$ cat config.mk
export PLATFORM = sky130hd
export DESIGN_NAME = bus_master
export DESIGN_NICKNAME = d
export VERILOG_FILES = /design/src/rtl/bus_pkg.sv /design/src/rtl/bus_master.sv
export SDC_FILE = /design/constraint.sdc
export NUM_CORES = 1
export LEC_CHECK = 0
export ABC_CLOCK_PERIOD_IN_PS = 2300
export BUFFER_PORTS_ARGS = -buffer_cell sky130_fd_sc_hd__buf_2
export CAP_MARGIN = 20
export CORE_MARGIN = 2
export CORE_UTILIZATION = 48
export DETAILED_ROUTE_END_ITERATION = 12
export GPL_TIMING_DRIVEN = 0
export HOLD_SLACK_MARGIN = 0.05
export PLACE_DENSITY = 0.83
export RECOVER_POWER = 25
export SYNTH_ARGS = -nofsm -noshare
export SYNTH_HDL_FRONTEND = slang
export SYNTH_SLANG_ARGS = --single-unit
$ cat constraint.sdc
create_clock -name clk -period 2.3 [get_ports clk]
set_clock_uncertainty 0.15 [all_clocks]
set_input_delay 0.115 -clock clk [delete_from_list [all_inputs] [get_ports clk]]
set_output_delay 0.115 -clock clk [all_outputs]
set_load 0.02 [all_outputs]
$ cat src/rtl/bus_pkg.sv
// rtl/bus_pkg.sv - shared bus widths, mode encodings and bus master state type
package bus_pkg;

    localparam int BUS_ADDR_W = 16;
    localparam int BUS_DATA_W = 8;

    localparam logic MODE_READ  = 1'b0;
    localparam logic MODE_WRITE = 1'b1;

    typedef enum logic [1:0] {
        IDLE = 2'd0,
        REQ  = 2'd1,
        RSP  = 2'd2
    } bus_mst_state_t;

endpackage

$ cat src/rtl/bus_master.sv
// rtl/bus_master.sv - system bus initiator: one command in flight, registered bus and response outputs
// BUS_MASTER_TIMEOUT_EN adds a REQ timeout that completes the transaction with rsp_err=1.
module bus_master
    import bus_pkg::*;
#(
    parameter int ADDR_W      = BUS_ADDR_W,
    parameter int DATA_W      = BUS_DATA_W,
    parameter int TIMEOUT_CYC = 255
) (
    input  logic              clk,
    input  logic              rst_n,
    input  logic              cmd_valid,
    output logic              cmd_ready,
    input  logic              cmd_write,
    input  logic [ADDR_W-1:0] cmd_addr,
    input  logic [DATA_W-1:0] cmd_wdata,
    output logic              rsp_valid,
    input  logic              rsp_ready,
    output logic [DATA_W-1:0] rsp_rdata,
    output logic              rsp_err,
    output logic              mode,
    output logic [ADDR_W-1:0] addr,
    output logic [DATA_W-1:0] wdata,
    output logic              valid,
    input  logic [DATA_W-1:0] rdata,
    input  logic              ready,
    output logic              busy
);

    if (TIMEOUT_CYC < 1 || TIMEOUT_CYC > 65535) begin : g_bad_timeout
        $error("bus_master: TIMEOUT_CYC must be within 1..65535");
    end

    bus_mst_state_t    state_q;
    logic              mode_q;
    logic [ADDR_W-1:0] addr_q;
    logic [DATA_W-1:0] wdata_q;
    logic              valid_q;
    logic              rsp_valid_q;
    logic [DATA_W-1:0] rsp_rdata_q;

`ifdef BUS_MASTER_TIMEOUT_EN
    localparam logic [15:0] TO_LAST = 16'(TIMEOUT_CYC - 1);
    logic [15:0] cnt_q;
    logic        rsp_err_q;
`endif

    // RSP always falls through to IDLE before the next accept, which guarantees
    // the two-cycle valid-low gap between back-to-back transactions.
    always_ff @(posedge clk or negedge rst_n) begin
        if (!rst_n) begin
            state_q     <= IDLE;
            mode_q      <= MODE_READ;
            addr_q      <= '0;
            wdata_q     <= '0;
            valid_q     <= 1'b0;
            rsp_valid_q <= 1'b0;
            rsp_rdata_q <= '0;
`ifdef BUS_MASTER_TIMEOUT_EN
            cnt_q       <= '0;
            rsp_err_q   <= 1'b0;
`endif
        end else begin
            case (state_q)
                IDLE: begin
                    if (cmd_valid) begin
                        mode_q  <= cmd_write ? MODE_WRITE : MODE_READ;
                        addr_q  <= cmd_addr;
                        wdata_q <= cmd_wdata;
                        valid_q <= 1'b1;
                        state_q <= REQ;
`ifdef BUS_MASTER_TIMEOUT_EN
                        cnt_q   <= '0;
`endif
                    end
                end
                REQ: begin
                    // ready in the expiry cycle still completes normally
                    if (ready) begin
                        valid_q     <= 1'b0;
                        rsp_rdata_q <= (mode_q == MODE_READ) ? rdata : '0;
                        rsp_valid_q <= 1'b1;
                        state_q     <= RSP;
`ifdef BUS_MASTER_TIMEOUT_EN
                        rsp_err_q   <= 1'b0;
`endif
                    end
`ifdef BUS_MASTER_TIMEOUT_EN
                    else if (cnt_q == TO_LAST) begin
                        valid_q     <= 1'b0;
                        rsp_rdata_q <= '0;
                        rsp_valid_q <= 1'b1;
                        rsp_err_q   <= 1'b1;
                        state_q     <= RSP;
                    end else begin
                        cnt_q <= cnt_q + 16'd1;
                    end
`endif
                end
                RSP: begin
                    if (rsp_ready) begin
                        rsp_valid_q <= 1'b0;
                        state_q     <= IDLE;
                    end
                end
                default: state_q <= IDLE;
            endcase
        end
    end

    assign cmd_ready = (state_q == IDLE);
    assign busy      = (state_q != IDLE);
    assign mode      = mode_q;
    assign addr      = addr_q;
    assign wdata     = wdata_q;
    assign valid     = valid_q;
    assign rsp_valid = rsp_valid_q;
    assign rsp_rdata = rsp_rdata_q;
`ifdef BUS_MASTER_TIMEOUT_EN
    assign rsp_err   = rsp_err_q;
`else
    assign rsp_err   = 1'b0;
`endif

endmodule

==> results of run 1 <==
==> worst reg2reg max path, stage by stage, from the launching register on <==
cell     delay, ps
dfrtp_1        460
nor2_2         170
and2_4         160
buf_6          140
buf_12         150
mux2_4         320
==> metrics by stage <==
step | worst slack, ps | cell area, sq um | cells
after floorplan | 590 | 1560 | 108
after global placement | 700 | 1980 | 226
after detailed placement | 670 | 1980 | 226
after CTS | 659 | 2460 | 272
after global routing | 602 | 2430 | 272
final | 648 | 2430 | 272
==> flip-flops by register name (all words and copies together) (netlist names) <==
signal	cells
rsp_rdata	8
rsp_valid	1
addr	16
mode	1
state_q	2
valid	1
wdata	8
==> layer usage <==
layer	track usage, %	vias up	part of all wire (%)
li1	-	602	-
met1	25.0	635	37
met2	46.9	46	56
met3	5.33	10	4.2
met4	9.32	0	3.0
met5	0	-	0
==> worst paths after layout <==
kind                                            endpoint  slack, ps  cells past startpoint
worst max-delay path                addr[10]$_DFFE_PN0P_        650                      5
worst min-delay path            rsp_rdata[3]$_DFFE_PN0P_        270                      2
worst max register to register      addr[10]$_DFFE_PN0P_        650                      5
worst min register to register  rsp_rdata[3]$_DFFE_PN0P_        350                      2
max in group asynchronous          rsp_valid$_DFFE_PN0P_       1220                      2
min in group clk                rsp_rdata[3]$_DFFE_PN0P_        350                      2
==> final cells by class <==
cell class | count | area [sq um]
multi-input combinational | 63 | 557
timing repair buffer | 112 | 719
buffer | 5 | 62.6
clock inverter | 3 | 65.1
sequential | 37 | 926
fill | 209 | 644
inverter | 3 | 11.3
tap | 44 | 55.1
clock buffer | 5 | 37.5
==> cells in the mapped netlist (2+ instances only) <==
master / n
nand2b_1: 8
mux2_2: 5
inv_1: 3
nand2_1: 9
dfrtp_1: 37
mux2_4: 20
a21oi_1: 3
buf_12: 2
nor2_1: 2
o21ai_0: 10
==> cell families (layout without fill, tap and decap cells) <==
| logic type | count (synthesis) | count (layout) |
|---|---|---|
| other | 1 | 1 |
| muxes | 26 | 26 |
| buffers and inverters | 8 | 128 |
| AOI/OAI and AO/OA | 14 | 14 |
| DFF | 37 | 37 |
| and+or+nand+nor | 22 | 22 |
==> cell usage in the layout (no fill, tap or decap), types with 2 or more instances in the layout <==
master,synthesis,layout
mux2_2,5,5
dfrtp_1,37,37
buf_12,2,2
buf_2,0,49
nand2_1,9,9
nand2b_1,8,8
o21ai_0,10,10
clkbuf_4,0,5
inv_1,3,3
bufinv_16,0,2
dlygate4sd3_1,0,38
mux2_4,20,20
nor2_1,2,2
a21oi_1,3,3
clkbuf_1,1,26
==> power by group <==
group          switching (uW)  total (uW)  internal, uW
Sequential                208        1160           949
Combinational             761        1350           592
Clock                     210         547           337
Total                    1180        3060          1880
==> repair_timing <==
item / in CTS / in global routing
resized for setup: 0 / 0
hold endpoints to repair: 74 / 0
hold buffers: 38 / 0
setup buffers: 0 / 0
==> results.md, run 1 <==
- Status: finished clean
- Ant diodes: 0
- Number of synthesized register bits: 37
- Post-Synth Simple-Gate Area: under 10%
- Clock sinks: 37
- Layout Area Growth over Synthesis: 56.4%
- Layout Nets: between 200 and 300
- Post-synth EDFFs: 0
- WP data arrival: around 1700 ps
- Worst Tran Pin Value: 807 ps
- Clk slew on worst S/H paths: roughly 110 ps
- Area contributors post-synth: dfrtp_1 (59%), mux2_4 (19%), mux2_2 (3.6%)
- Largest net degree at the start of global routing: 38
- Die area: roughly 0.0037 sq mm
- CTS root buf: clkbuf_4
- Routed Antenna Nets: 0
- Post-Synthesis Net Count: between 100 and 150
- Vias in the first global route: 1,377
- Yosys top cell area share: about 59%
- CORE AREA: 0.00308 sq mm
- Grt ovf: 0
- Post-layout min period: approximately 1700 ps
- Netlist cell types: 19
- Post-DP HPWL: about 2400 microns
- CTS tree: built
- Setup-failing EPs final: 0
- Crit-path cells: nor2_2 > and2_4 > buf_6 > buf_12 > mux2_4
- Setup crit end kind: register
- Slew margin rel.: a little under half
- Die width: 60.9 microns
- First-pass GRT wire length: ~6400 microns
- Multiplexer area fraction after synthesis: a little under a quarter
- CP top delay family: flip-flops
- RSZ-0062 raised after global routing: no
- Fmax: approximately 610 MHz
- Gr usage total: around a quarter
- I/O Buffers: 74
- Async SR Flop Fraction: 100%
- Final Util: 79.1%
- Largest family of logic cells by synthesized area: multiplexers
- Synth Instances: ~110
- Synth Area in Compound Gates: approximately 4.7%
- Initial antenna violation count: 0
- Crit path required time: 2370 ps
- Worst Setup Path Type: reg -> reg
- Hold slack final: approximately 270 ps
- Mean Syn Cell Area: 14.4 sq um
- CP max FO: 10
- Total power density per cell area: approximately 1300 mW/mm^2
- Synth Area in XOR/XNOR: 0%
- Final Hold Fails: 0
- Fraction of layout instances using a drive strength above 1: between 30 and 40%
- Via/cell ratio: 4.75
- Cell Area, Synth: approximately 0.0016 sq mm
- Max-slew violation count: 0
- Leak: around 0.0012 uW
- CTS buffer count: 5
- Nature of the critical path startpoint: register
- Worst-skew pair later-pin latency: 320 ps
- Register area share after synthesis: 59.5%
- Clock Path Buffers: 2
- Top_reg_cell synth: dfrtp_1
- YS warnings: 0
- Worst min-delay path class: in -> async
- DIE HEIGHT: ~60 microns
- CP max stage delay: roughly 460 ps
- Gpl congestion: just under 0.8
- DRT Pass-1 Iters: 3
- Critical-path top delay cell: dfrtp_1
- Max-cap check violation count: 0
- VDD IR-drop max: between 0.0007 and 0.0008 V
- H-tree lvl count: 2
- Post-Synth Adder-Cell Area: 0%
- Rows: 20
- Routed len/inst: approximately 16 microns
- Critical path origin: state_q[0]$_DFFE_PN0P_
- DRC errors left: 0
- Vias: roughly 1,300
- Initial Utilization: 50.6%
- Worst r2r src: state_q[0]$_DFFE_PN0P_
- Buf+Inv Stages, Crit Path: 2
- Period utilization: roughly 72%
- Iter 0 DRT Violations: 46
- TNS Setup: 0 ps
- Final Routed Wirelength: around 4300 microns
- Synth area leader: dfrtp_1
- Final Total Pwr: 3060 uW
- Ports: 76
Power figures use the tool's default switching activity.
==> run 2, diff against run 1 <==
Settings changed: ABC_CLOCK_PERIOD_IN_PS 2300 to 1500, CORE_UTILIZATION 48 to 41, PLACE_DENSITY 0.83 to 0.75.
Clock period 2.3 ns to 1.5 ns, I/O delays scaled along.
==> run 2 against run 1 <==
Compared with the run above: combinational power grew 60%; utilization shrank 9.4 points; sequential share of layout area shrank 1.6 points; first-iteration DRC count grew 15%; worst setup slack lost 650 ps; critical path depth shrank 1; power grew 61%; flip-flop and latch count is the same; routed wire length shrank 11%; die area grew 16%; global-route usage shrank 4.9 points; largest cell class unchanged.
==> results.md, run 2 (synthesized netlist as in run 1, its figures left out) <==
- Gr usage total: 19.3% (-4.9 points)
- Clock sinks: 37 (unchanged)
- Die area: 0.00431 sq mm (+16%)
- Worst min-delay path class: in -> async
- Placed cell area: 0.00199 sq mm (+0.51%)
- H-tree lvl count: 2 (unchanged)
- Routed Antenna Nets: 0 (unchanged)
- Ant diodes: 0 (unchanged)
- Vias in the first global route: 1,305 (-5.2%)
- Final Routed Wirelength: 3810 microns (-11%)
- CORE AREA: 0.00366 sq mm (+19%)
- CTS buffer count: 5 (unchanged)
- Nature of the critical path startpoint: register
- Number of flip-flops under the largest register name: 16 (unchanged)
- Total power density per cell area: 1920 mW/mm^2 (+53%)
- VDD IR-drop max: 0.000736 V (+1.1%)
- Clk slew on worst S/H paths: 70 ps (-40 ps)
- Grt ovf: 0 (unchanged)
- WP data arrival: 1520 ps (-200 ps)
- DRT Pass-1 Iters: 4 (+1)
- Setup crit end kind: register
- Post-layout min period: 1500 ps (-152 ps)
- Slew margin rel.: 45.5% (-0.68 points)
- Fraction of layout instances using a drive strength above 1: 43.6% (+5.0 points)
- I/O Buffers: 74 (unchanged)
- Final Hold Fails: 0 (unchanged)
- Crit path required time: 1520 ps (-850 ps)
- Clock Path Buffers: 2 (unchanged)
- Setup-failing EPs final: 0 (unchanged)
- Leak: 0.00123 uW (+5.8%)
- Routed len/inst: 13.4 microns (-14%)
- Largest net degree at the start of global routing: 38 (unchanged)
- DIE HEIGHT: 65.6 microns (+7.7%)
- Fmax: 667 MHz (+10%)
- DRC errors left: 0 (unchanged)
- Gpl congestion: 0.730 (-7.6%)
- R2R cell count: 4 (-1)
- Final Util: 69.7% (-9.4 points)
- Most frequent cells in the layout: buf_2 (52), dlygate4sd3_1 (37), dfrtp_1 (35), clkbuf_1 (22), mux2_4 (20)
- Status: finished clean
- First-pass GRT wire length: 6110 microns (-4.1%)
- Max-slew violation count: 0 (unchanged)
- RSZ-0062 raised after global routing: yes
- Post-DP HPWL: 2190 microns (-8.3%)
- Die width: 65.6 microns (+7.7%)
- CTS root buf: clkbuf_8
- Worst Tran Pin Value: 817 ps (+10.3 ps)
- Initial antenna violation count: 0 (unchanged)
- Period utilization: 100% (+28 points)
- CP max FO: 5 (-5)
- Rows: 22 (+10%)
- Final Cell Area: 0.00255 sq mm (+4.8%)
- Iter 0 DRT Violations: 53 (+15%)
- Layout Area Growth over Synthesis: 63.8%
- Max-cap check violation count: 0 (unchanged)
- Layout Nets: 273 (+3.0%)
- Final setup margin: 0.102 ps (-648 ps)
- Ports: 76 (unchanged)
- Worst-skew pair later-pin latency: 290 ps (-30 ps)
- Most common cell after layout, fill and taps aside: buf_2
- CTS tree: built
- Worst Setup Path Type: reg -> reg
- Via/cell ratio: 4.44 (-6.5%)
- Initial Utilization: 42.5% (-8.1 points)
- Vias: 1,262 (-2.4%)
- Post-Place Worst Slack: -107 ps (-777 ps)
- Final Total Pwr: 4910 uW (+61%)
run 2: timing repair:
item                                   in CTS  in global routing
setup endpoints to repair                  32                 20
buffers inserted                           10                  1
gates resized for setup                     8                  1
hold buffers                               37                  0
pin swaps                                   2                  2
gates cloned                                2                  0
endpoints found under the hold margin      74                  0
run 2: critical path, stage by stage, from the launching register on:
cell and delay (ps):
dfrtp_2 430, nor2_4 110, and2_4 220, buf_6 140
mux2_2 330
run 2: cell type report:
cell class	instances	area, sq um
Buffer	3	35.0
Clock buffer	5	68.8
Clock inverter	3	65.1
Fill cell	277	1110
Inverter	3	11.3
Multi-Input combinational cell	63	562
Sequential cell	37	928
Tap cell	48	60.1
Timing Repair Buffer	122	820
run 2: per-layer routing:
layer	vias to the layer above	share of wire (%)	GRT usage [%]
li1	613	-	-
met1	597	42	23.2
met2	46	51	33.2
met3	6	5.4	3.42
met4	0	1.7	9.38
met5	-	0	0
run 2: report_power, final:
part | total [uW] | leakage, uW | switching (uW) | internal [uW]
Sequential | 1740 | 0.000442 | 275 | 1460
Combinational | 2160 | 0.000723 | 1160 | 1000
Clock | 1010 | 0.0000681 | 349 | 660
Total | 4910 | 0.00123 | 1780 | 3120
run 2: worst paths after layout:
check / start / slack [ps] / to
worst min register to register: rsp_rdata[3]$_DFFE_PN0P_ / 330 / rsp_rdata[3]$_DFFE_PN0P_
max in group asynchronous: rst_n / 360 / state_q[0]$_DFFE_PN0P_
worst max register to register: state_q[1]$_DFFE_PN0P_ / 0.1 / wdata[4]$_DFFE_PN0P_
worst max-delay path: state_q[1]$_DFFE_PN0P_ / 0.1 / wdata[4]$_DFFE_PN0P_
worst min-delay path: rst_n / 280 / addr[12]$_DFFE_PN0P_
min in group clk: rsp_rdata[3]$_DFFE_PN0P_ / 330 / rsp_rdata[3]$_DFFE_PN0P_
run 2: through the flow:
stage / instances / hold WS, ps / TNS [ps]
after detailed placement: 230 / 59.4 / -2360
after CTS: 286 / 287 / -477
after global routing: 284 / 352 / -547
after global placement: 230 / 59.5 / -2290
final: 284 / 277 / 0
after floorplan: 108 / -371 / -2270
==> run 3, diff against run 2 <==
Settings changed: ABC_AREA from default to 1, CORE_MARGIN 2 to 3, CORE_UTILIZATION 41 to 40, PLACE_DENSITY 0.75 to 0.74, SLEW_MARGIN from default to 20.
==> run 3 against run 2 <==
Compared with the run above: critical path depth stayed put; routed wire length rose by 12%; register-to-register slack improved by 80 ps; largest power group unchanged; sequential power barely moved; flip-flop and latch count did not move; area after synthesis shrank 1.0%; largest cell class unchanged.
==> results.md, run 3 <==
- I/O Buffers: 72 (-2.7%)
- GRT busiest layer: met2
- VDD IR-drop max: 0.000936 V (+27%)
- Routed Antenna Nets: 0 (unchanged)
- H-tree lvl count: 2 (unchanged)
- Mean Syn Cell Area: 8.56 sq um (-41%)
- CP max FO: 10 (+5)
- Final Hold Fails: 0 (unchanged)
- Placed cell area: 0.00196 sq mm (-1.7%)
- Layout Area Growth over Synthesis: 55.9%
- Buf+Inv Stages, Crit Path: 3 (+2)
- Top_reg_cell synth: dfrtp_1
- Clock Path Buffers: 2 (unchanged)
- Worst-skew pair later-pin latency: 280 ps (about the same)
- Top post-synthesis cells by count: nand2_1 (72), dfrtp_1 (37), nand3_1 (35)
- Slew margin rel.: 46.4% (+0.85 points)
- Setup crit end kind: output pin
- Post-Synthesis Net Count: 218 (+49%)
- Worst Setup Path Type: reg -> out
- Vias: 1,575 (+25%)
- DRC errors left: 0 (unchanged)
- FILL cells: 324 (+17%)
- CTS tree: built
- CP max stage delay: 440 ps (about the same)
- YS warnings: 0 (unchanged)
- Status: finished clean
- Die area: 0.00463 sq mm (+7.6%)
- Die width: 68.1 microns (+3.7%)
- GRT met1 Usage: 23.9% (+0.72 points)
- Register area share after synthesis: 60.1% (+0.63 points)
- Nature of the critical path startpoint: register
- Most instantiated library cell after synthesis: nand2_1
- Post-synth EDFFs: 0 (unchanged)
- Number of synthesized register bits: 37 (unchanged)
- Fmax: 697 MHz (+4.5%)
- Reg area: 927 sq um (-0.13%)
- RSZ-0062 raised after global routing: no
- Post-Place Worst Slack: 65.5 ps (+172 ps)
- CTS root buf: clkbuf_8
- Critical-path top delay cell: dfrtp_2
- Iter 0 DRT Violations: 114 (+120%)
- Grt met3 use: 6.57% (+3.1 points)
- Post-layout min period: 1440 ps (-64.4 ps)
- Initial antenna violation count: 0 (unchanged)
- Number of flip-flops under the largest register name: 16 (unchanged)
- Cell Area, Synth: 0.00154 sq mm (-1.0%)
- Setup-failing EPs final: 0 (unchanged)
- Layout Nets: 337 (+23%)
- Clk slew on worst S/H paths: 70 ps (about the same)
- Rows: 21 (-4.5%)
- Grt ovf: 0 (unchanged)
- Gr usage total: 20.0% (+0.78 points)
- Synth Instances: 180 (+67%)
- Synth area leader: dfrtp_1
- CP top delay family: flip-flops
- DRT Pass-1 Iters: 4 (unchanged)
- Ports: 76 (unchanged)
- Clock sinks: 37 (unchanged)
- Final Routed Wirelength: 4290 microns (+12%)
- Max-slew violation count: 0 (unchanged)
- Final Total Pwr: 4580 uW (-6.7%)
- Vias in the first global route: 1,510 (+16%)
- Ant diodes: 0 (unchanged)
- Async SR Flop Fraction: 100% (unchanged)
- Max-cap check violation count: 0 (unchanged)
- Largest net degree at the start of global routing: 38 (unchanged)
- Final setup margin: 64.5 ps (+64.4 ps)
- Most frequent cells in the layout: nand2_1 (72), buf_2 (52), dlygate4sd3_1 (37), dfrtp_1 (36), nand3_1 (35)
- CTS buffer count: 5 (unchanged)
- DIE HEIGHT: 68.1 microns (+3.7%)
- Most common cell after layout, fill and taps aside: nand2_1
- Final Util: 68.2% (-1.5 points)
- Post-DP HPWL: 2490 microns (+14%)
- Worst Tran Pin Value: 805 ps (-12.8 ps)
- Leak: 0.00130 uW (+5.8%)
- Footprint of the multi-input gates: 518 sq um (-7.8%)
- Yosys top cell area share: 60.1% (+0.63 points)
- Via/cell ratio: 4.55 (+2.4%)
- Final Cell Area: 0.00240 sq mm (-5.8%)
- CORE AREA: 0.00352 sq mm (-3.8%)
- M2 GR Usage: 34.2% (+1.0 points)
- TNS Setup: 0 ps (unchanged)
- Worst min-delay path class: in -> async
- WP data arrival: 1210 ps (-310 ps)
- Total power density per cell area: 1910 mW/mm^2 (-0.95%)
- Crit path required time: 1270 ps (-250 ps)
- First-pass GRT wire length: 6940 microns (+14%)
- Netlist cell types: 14 (-5)
- Routed len/inst: 12.4 microns (-7.8%)
- Initial Utilization: 43.7% (+1.2 points)
- Gpl congestion: 0.645 (-12%)
- Fraction of layout instances using a drive strength above 1: 22.0% (-22 points)
- Period utilization: 95.7% (-4.3 points)
- Crit-path cells: nor2_4 > buf_4 > inv_1 > buf_2
- Area contributors post-synth: dfrtp_1 (60%), nand2_1 (18%), nand3_1 (11%)
[run 3: cell types whose count changed in the layout (fill, tap and decap cells not counted), moves of 9 or more]
cell	before	now
mux2_4	20	0
clkbuf_1	22	31
nand3_1	0	35
nand2_1	9	72
[run 3: cells by family after synthesis]
logic type             share of synthesized area (%)
AO/OA/AOI/OAI                                  0.650
other                                          0.243
flip-flops                                      60.1
buffers and inverters                           6.25
AND/OR/NAND/NOR                                 32.7
[run 3: through the flow]
stage / hold WS (ps) / instances
2_1_floorplan: -371 / 180
3_3_place_gp: 61.9 / 298
3_5_place_dp: 62.9 / 298
4_1_cts: 300 / 344
5_1_grt: 346 / 346
6_report: 277 / 346
[run 3: final timing paths]
path | start | end | slack, ps | depth (start not counted)
worst max-delay path | state_q[1]$_DFFE_PN0P_ | busy | 60 | 4
worst min-delay path | rst_n | wdata[7]$_DFFE_PN0P_ | 280 | 2
worst max register to register | state_q[1]$_DFFE_PN0P_ | addr[9]$_DFFE_PN0P_ | 80 | 6
worst min register to register | addr[13]$_DFFE_PN0P_ | addr[13]$_DFFE_PN0P_ | 320 | 2
max in group asynchronous | rst_n | state_q[1]$_DFFE_PN0P_ | 370 | 2
min in group clk | addr[13]$_DFFE_PN0P_ | addr[13]$_DFFE_PN0P_ | 320 | 2
[run 3: layout make-up]
| cell class | instances | area share (%) |
|---|---|---|
| clock buffer | 8 | 3.34 |
| inverter | 11 | 1.72 |
| timing repair buffer | 112 | 30.0 |
| buffer | 11 | 2.40 |
| multi-input combinational | 121 | 21.6 |
| tap | 46 | 2.40 |
| sequential | 37 | 38.6 |
[run 3: power breakdown]
| group | internal (uW) | total, uW | switching, uW | leakage (uW) |
|---|---|---|---|---|
| clock network | 330 | 661 | 331 | 0.0000395 |
| registers | 1460 | 1730 | 274 | 0.000457 |
| logic | 713 | 2180 | 1470 | 0.000808 |
[run 3: what timing repair did]
item / CTS / global route
hold buffers: 37 / 0
gates cloned: 0 / 0
endpoints found under the setup margin: 2 / 20
setup buffers: 1 / 2
pin swaps: 1 / 0
resized for setup: 1 / 1
hold endpoints to repair: 73 / 0
[run 3: per-layer routing]
| layer | vias to the layer above | share of wire [%] |
|---|---|---|
| met4 | 0 | 1.9 |
| met2 | 54 | 50 |
| met5 | - | 0 |
| met1 | 713 | 42 |
| met3 | 10 | 6.5 |
| li1 | 798 | - |
